--- config.mk ---
export PLATFORM = sky130hd
export DESIGN_NAME = mem_stage
export DESIGN_NICKNAME = d
export VERILOG_FILES = /design/src/rtl/mem_stage.sv
export SDC_FILE = /design/constraint.sdc
export NUM_CORES = 1
export LEC_CHECK = 0
export ABC_AREA = 0
export BUFFER_PORTS_ARGS = -buffer_cell sky130_fd_sc_hd__buf_2
export CORE_UTILIZATION = 30
export DETAILED_ROUTE_END_ITERATION = 7
export HOLD_SLACK_MARGIN = 0.02
export PLACE_DENSITY = 0.53
export SYNTH_ARGS = -nofsm -noshare
export SYNTH_HDL_FRONTEND = slang
export SYNTH_SLANG_ARGS = --single-unit
export TNS_END_PERCENT = 100
--- constraint.sdc ---
create_clock -name clk -period 3 [get_ports clk]
set_input_delay 0.9 -clock clk [delete_from_list [all_inputs] [get_ports clk]]
set_output_delay 0.9 -clock clk [all_outputs]
set_load 0.05 [all_outputs]
--- src/rtl/mem_stage.sv ---
// Memory stage: issues aligned loads/stores to a handshaked data memory, formats
// load data, and retires one result per instruction to writeback with exception pulses.
//
// state | meaning
// IDLE  | ready to accept an EX result; non-memory and misaligned ops retire next cycle
// WAIT  | memory request outstanding, upstream stalled until ack or timeout
module mem_stage #(
    parameter int ACK_TIMEOUT = 15
) (
    input  logic        clk,
    input  logic        rst_n,
    input  logic        in_valid,
    input  logic [31:0] alu_result,
    input  logic [31:0] store_data,
    input  logic        mem_read,
    input  logic        mem_write,
    input  logic [2:0]  funct3,
    input  logic [4:0]  rd,
    input  logic        reg_write,
    output logic        stall,
    output logic        dmem_req,
    output logic        dmem_we,
    output logic [31:0] dmem_addr,
    output logic [3:0]  dmem_be,
    output logic [31:0] dmem_wdata,
    input  logic        dmem_ack,
    input  logic [31:0] dmem_rdata,
    output logic        wb_valid,
    output logic [4:0]  wb_rd,
    output logic        wb_reg_write,
    output logic [31:0] wb_data,
    output logic        exc_misalign,
    output logic        exc_bus
);

    // Counter only needs to reach ACK_TIMEOUT-1: the last WAIT cycle is detected by compare.
    localparam int CNT_W = (ACK_TIMEOUT < 2) ? 1 : $clog2(ACK_TIMEOUT);
    localparam logic [CNT_W-1:0] CNT_LAST = CNT_W'(ACK_TIMEOUT - 1);

    typedef enum logic [0:0] {
        IDLE = 1'b0,
        WAIT = 1'b1
    } state_t;

    state_t           state;
    state_t           state_next;
    logic [CNT_W-1:0] wait_cnt;

    logic        op_load;
    logic        op_reg_write;
    logic [2:0]  op_funct3;
    logic [4:0]  op_rd;
    logic [1:0]  op_off;

    logic        accept;
    logic        is_mem;
    logic        misalign;
    logic        timeout;
    logic [3:0]  st_be;
    logic [31:0] st_wdata;
    logic [31:0] load_shift;
    logic [31:0] load_val;

    assign stall    = (state == WAIT);
    assign accept   = in_valid && (state == IDLE);
    assign is_mem   = mem_read || mem_write;
    assign misalign = ((funct3[1:0] == 2'b01) && alu_result[0]) ||
                      (funct3[1] && (alu_result[1:0] != 2'b00));
    assign timeout  = (wait_cnt == CNT_LAST);

    always_comb begin
        st_be    = 4'b1111;
        st_wdata = store_data;
        if (mem_write) begin
            case (funct3[1:0])
                2'b00: begin
                    st_be    = 4'b0001 << alu_result[1:0];
                    st_wdata = {4{store_data[7:0]}};
                end
                2'b01: begin
                    st_be    = 4'b0011 << alu_result[1:0];
                    st_wdata = {2{store_data[15:0]}};
                end
                default: ;
            endcase
        end
    end

    always_comb begin
        load_shift = dmem_rdata >> {op_off, 3'b000};
        load_val   = load_shift;
        case (op_funct3)
            3'b000:  load_val = {{24{load_shift[7]}}, load_shift[7:0]};
            3'b100:  load_val = {24'h0, load_shift[7:0]};
            3'b001:  load_val = {{16{load_shift[15]}}, load_shift[15:0]};
            3'b101:  load_val = {16'h0, load_shift[15:0]};
            default: ;
        endcase
    end

    always_ff @(posedge clk or negedge rst_n) begin
        if (!rst_n) begin
            state <= IDLE;
        end else begin
            state <= state_next;
        end
    end

    always_comb begin
        state_next = state;
        unique case (state)
            IDLE: if (accept && is_mem && !misalign) state_next = WAIT;
            WAIT: if (dmem_ack || timeout) state_next = IDLE;
        endcase
    end

    always_ff @(posedge clk or negedge rst_n) begin
        if (!rst_n) begin
            wait_cnt     <= '0;
            dmem_req     <= 1'b0;
            dmem_we      <= 1'b0;
            dmem_addr    <= 32'h0;
            dmem_be      <= 4'h0;
            dmem_wdata   <= 32'h0;
            wb_valid     <= 1'b0;
            wb_rd        <= 5'h0;
            wb_reg_write <= 1'b0;
            wb_data      <= 32'h0;
            exc_misalign <= 1'b0;
            exc_bus      <= 1'b0;
            op_load      <= 1'b0;
            op_reg_write <= 1'b0;
            op_funct3    <= 3'h0;
            op_rd        <= 5'h0;
            op_off       <= 2'h0;
        end else begin
            wb_valid     <= 1'b0;
            wb_reg_write <= 1'b0;
            exc_misalign <= 1'b0;
            exc_bus      <= 1'b0;
            if (state == IDLE) begin
                if (accept) begin
                    if (!is_mem || misalign) begin
                        wb_valid     <= 1'b1;
                        wb_data      <= alu_result;
                        wb_rd        <= rd;
                        wb_reg_write <= reg_write && !is_mem;
                        exc_misalign <= is_mem;
                    end else begin
                        dmem_req     <= 1'b1;
                        dmem_we      <= mem_write;
                        dmem_addr    <= {alu_result[31:2], 2'b00};
                        dmem_be      <= st_be;
                        dmem_wdata   <= mem_write ? st_wdata : 32'h0;
                        wait_cnt     <= '0;
                        op_load      <= !mem_write;
                        op_reg_write <= reg_write;
                        op_funct3    <= funct3;
                        op_rd        <= rd;
                        op_off       <= alu_result[1:0];
                    end
                end
            end else begin
                if (dmem_ack) begin
                    // Ack beats a simultaneous timeout.
                    dmem_req     <= 1'b0;
                    dmem_we      <= 1'b0;
                    wb_valid     <= 1'b1;
                    wb_rd        <= op_rd;
                    wb_reg_write <= op_load && op_reg_write;
                    wb_data      <= op_load ? load_val : 32'h0;
                end else if (timeout) begin
                    dmem_req     <= 1'b0;
                    dmem_we      <= 1'b0;
                    wb_valid     <= 1'b1;
                    wb_rd        <= op_rd;
                    wb_data      <= 32'h0;
                    exc_bus      <= 1'b1;
                end else begin
                    wait_cnt <= wait_cnt + 1'b1;
                end
            end
        end
    end

endmodule

# After elaboration in Yosys (flattened, before gate mapping)
# Cells that the tools add are included.
[op_classes] shifts=3 n_addsub=1 muxes=46 n_eq_ne=9 n_bitwise=2 reduce_logical=23
[op_table] cell="$mux W32" count=7
[op_table] cell="$pmux W32 S4" count=1
[op_table] cell="$pmux W32 S2" count=1
[op_table] cell="$shr A32 B5 Y32" count=1
[op_table] cell="$mux W5" count=5
[op_table] cell="$mux W1" count=24
[op_table] cell="$mux W4" count=6
[op_table] cell="$reduce_and A3 Y1" count=3
[op_table] cell="$pmux W4 S2" count=1
[op_table] cell="$logic_and A1 B1 Y1" count=7
[op_table] cell="$eq A3 B3 Y1 const B" count=2
[op_table] cell="$ne A2 B2 Y1 const B" count=3
[op_table] cell="$reduce_bool A2 Y1" count=3
[op_table] cell="$add A4 B1 Y4 const B" count=1
[op_table] cell="$eq A4 B4 Y1 const B" count=1
[op_table] cell="$logic_or A1 B1 Y1" count=4
[op_table] cell="$reduce_and A4 Y1" count=1
[op_table] cell="$shl A1 B2 Y4 const A" count=1
[op_table] cell="$shl A2 B2 Y4 const A" count=1
[op_table] cell="$eq A3 B1 Y1 const B" count=1
[op_table] cell="$logic_not A1 Y1" count=3
[op_table] cell="$logic_not A3 Y1" count=1
[op_table] cell="$ne A3 B2 Y1 const B" count=1
[op_table] cell="$eq A2 B1 Y1 const B" count=1
[op_table] cell="3 further kinds" count=4
[totals] register_bits=126 elab_cells=102 input_bits=111 out_inout_bits=112

# Longest topological paths before layout
[depth] depth_word=7 mapped_depth=8 mapped_depth_nobuf=7

# Least setup slack after synthesis
# Ideal clock, no wire load.
[synth_timing] kind="input to register" from="input port mem_write" to="register wb_data[25]" t_arrival_ns=2.155 setup_ns=0.127 required_time_ns=2.873 stages=7 slack_ns=0.718 cell_sequence="buf_2 -> a2bb2oi_2 -> a21o_1 -> buf_2 -> buf_2 -> o21a_1 -> o32a_2"
[synth_via] elab_chain_len=5
[synth_rtl] item="start: declaration" line_no="16" text="input logic mem_write,"
[synth_rtl] item="$logic_or A1 B1 Y1" line_no="66" text="assign is_mem = mem_read || mem_write;"
[synth_rtl] item="$logic_not A1 Y1" line_no="143" text="if (!is_mem || misalign) begin"
[synth_rtl] item="$logic_or A1 B1 Y1" line_no="143"
[synth_rtl] item="$reduce_bool A2 Y1 (no source line)"
[synth_rtl] item="$reduce_and A3 Y1 (no source line)"
[synth_rtl] item="end signal: assignment" line_no="145" text="wb_data <= alu_result;"
[synth_rtl] item="end signal: assignment" line_no="171" text="wb_data <= op_load ? load_val : 32'h0;"
[synth_rtl] item="end: declaration" line_no="31" text="output logic [31:0] wb_data,"
# Every way passes these cells.
# A chain may end at the register's enable or synchronous reset.

# Worst setup path after layout
[layout_timing] from="register wait_cnt[0]" to="register wb_data[7]"
[layout_via] elab_chain_len=3
[layout_rtl] item="start: declaration" line_no="47" text="logic [CNT_W-1:0] wait_cnt;"
[layout_rtl] item="start signal: assignment" line_no="180" text="wait_cnt <= wait_cnt + 1'b1;"
[layout_rtl] item="$eq A4 B4 Y1" line_no="69" text="assign timeout = (wait_cnt == CNT_LAST);"
[layout_rtl] item="$ne A3 B2 Y1 (no source line)"
[layout_rtl] item="$reduce_and A3 Y1 (no source line)"
# Every way passes these cells.

==> out/metrics.cfg <==
[outcome]
status=complete, no violations

[grt]
grt_usage_pct=19.9
grt_pass1_vias=5619
gr-total-overflow=0
grt_start_max_net_pins=69
grt_pass1_wl_um=32600
antenna_found_initial=2

[worst_setup_path]
reg2reg_to=wb_data[7]
crit_start=wait_cnt[0]
crit_family=simple AND/OR/NAND/NOR gates
crit_cells=7
critPathArrivalTime_ps=2720
end_kind=register
crit_chain=inv_1, ha_1, a31oi_1, nor2_1, nor2_1, inv_2, mux2_2
cp-start-kind=register
cp_slowest_cell=nor2_1
max_stage_delay_ps=540
r2r_slack_ps=580
r2r_cells=7
critPathBufInv=2
timing.critical_path.mode_cell=nor2_1
r2r-start=wait_cnt[0]
crit_end=wb_data[7]
required_ps=3310
crit_type=register to register
critical_path.max_fanout=18

[cts]
clk_latency_ps=430
clockBufferDepth=2
numCtsBuffers=17
h-tree-depth=4
hold_buffers=0
cts.sinks=126
cts_setup_buffers=0
cts_tree=built
cts_resized=0
cts_root_buf=clkbuf_16
clk_pin_slew_ps=70

[layout]
fillers=2113
area_growth_pct=33.0
register_area_mm2=0.00315
multiInputGateArea_mm2=0.00286
layout-drive-gt1-share_pct=35.3
fin_nets=994
layout_common_cells=219 x buf_2, 208 x nand2_1, 126 x dfrtp_1
mostFrequentLayoutCell=buf_2
finish.utilization_pct=40.9

[sta]
finClkSkew_ps=11.6
worst_pin_slew_ps=701
setup_viol=0
fin_hold_ws_ps=364
tns_ps=0
final.min_clock_period_ps=2420
post-route-period-util_pct=80.5
finalHoldViolCount=0
relSlewSlack_pct=53.3
grt_setup_unrepaired=no
drv_slew=0
max_freq_ghz=0.414

[detailed_routing]
vias_per_cell=4.85
drtIter0Drc=291
drtAntennaViolNets=0
drc_errors=0
vias=5649
wirelength_um=20800
dr.pass1.iters=5
routedWlPerCell_um=17.9

[power_and_ir_drop]
p_leak_uw=0.00418
ir_drop_mv=0.429
powerDensity_mw_per_mm2=871

[synthesis]
ys_types=48
synth-main-ff-cell=dfrtp_1
synth_edf_count=0
synth_area_mm2=0.00625
ys_async_sr_fraction_pct=100
syn_area_per_cell_um2=9.37
ys_seq_elements=126
ys_warn_count=0
synthCells=667
seq_area_frac_synth_pct=50.5

[placed_design]
gp_congestion=0.785
hpwl_um=15200
port_buffers=220

[min_path]
hp-class=primary input to async pin

[floorplan]
initial_core_util_pct=30.8
ioPinCount=223
die_area_mm2=0.0214
placementRows=52
die-height_um=146
die-width_um=146
coreArea_mm2=0.0203

[flow_run]
drv_cap=0

[layout make-up]
type | instances | area share (%)
antenna | 1 | 0.0301
clock buffer | 17 | 5.12
clock inverter | 15 | 2.08
inverter | 4 | 0.181
multi-input combinational | 486 | 34.5
sequential | 126 | 37.9
tap | 270 | 4.07
timing repair buffer | 246 | 16.1
[logic make-up (layout without fill, tap and decap cells)]
group                      Yosys count  in the layout  synth area share [%]
and+or+nand+nor                    309            309                  21.5
DFF                                126            126                  50.5
AOI/OAI and AO/OA                  121            121                  14.8
buffers and inverters               56            282                  3.97
muxes                               49             49                  8.41
xor gates and xnor gates             3              3                 0.421
adders and majority gates            2              2                 0.400
other                                1              3                0.0600
[stage by stage]
step                setup WS (ps)  cell area [um2]  power, uW  cells
floorplan                     718             6250       4360    668
global placement              391             7710       5150   1132
detailed placement            355             7710       5170   1132
CTS                           577             8310       7330   1164
global route                  396             8310       7600   1164
finish                        584             8310       7240   1165
[how the worst min path moves through the flow]
stage	end	slack, ps	cells past startpoint
floorplan	op_rd[0]	450	2
global placement	dmem_wdata[19]	450	2
detailed placement	dmem_wdata[12]	450	2
CTS	dmem_addr[22]	360	1
global route	wb_data[25]	360	1
finish	dmem_addr[22]	360	1
[Yosys cell counts (2+ instances only)]
cell type  count  area share [%]
a211o_1        7            0.98
a21oi_1       10            0.80
a31oi_1        3            0.30
a32oi_1       15             2.1
and2_1         8            0.80
and3_1         2            0.20
buf_1          7            0.42
buf_2         12            0.96
buf_4          4            0.48
clkbuf_1      28             1.7
dfrtp_1      126              50
ha_1           2            0.40
inv_1          2            0.12
mux2_2        18             3.2
mux2i_1       30             4.8
nand2_1      208              12
nand2b_1       5            0.50
nand3_1       35             2.8
nand3b_1       9             1.1
nor2_1        17             1.0
nor2b_1       10             1.0
nor3_1        10            0.80
o2111ai_1      8             1.1
o211ai_1      10             1.2
o21a_1        19             2.3
o21ai_0       24             1.9
o32a_1         6            0.96
o32a_2        10             1.8
or2_2          2            0.20
xnor2_1        2            0.28
[where the power goes]
group / total (uW) / switching, uW / internal, uW
registers: 2340 / 250 / 2090
clock network: 2120 / 866 / 1250
logic: 2780 / 2050 / 728
[worst reg2reg max path: cells and delay by family (launching register included)]
kind                       cells  cell delay [ps]
AOI/OAI and AO/OA              1              160
adders and majority gates      1              200
buffers and inverters          2              440
DFF                            1              420
muxes                          1              380
and+or+nand+nor                2              700
[routing by layer]
metal  GRT usage (%)  part of all wire [%]  up-vias
met5               0                 0.062        -
met4            5.36                   1.4        2
met3            7.22                   7.9       19
met2            30.5                    45      207
met1            26.3                    46     2659
li1                -                     -     2762
[state kept, by name, summed over array words and instances (netlist names), 2 cells and up]
signal / cells
wb_data: 32
wb_rd: 5
dmem_wdata: 32
op_funct3: 3
op_off: 2
wait_cnt: 4
op_rd: 5
dmem_be: 4
dmem_addr: 30
No activity file was read; power rests on OpenSTA's default activity.
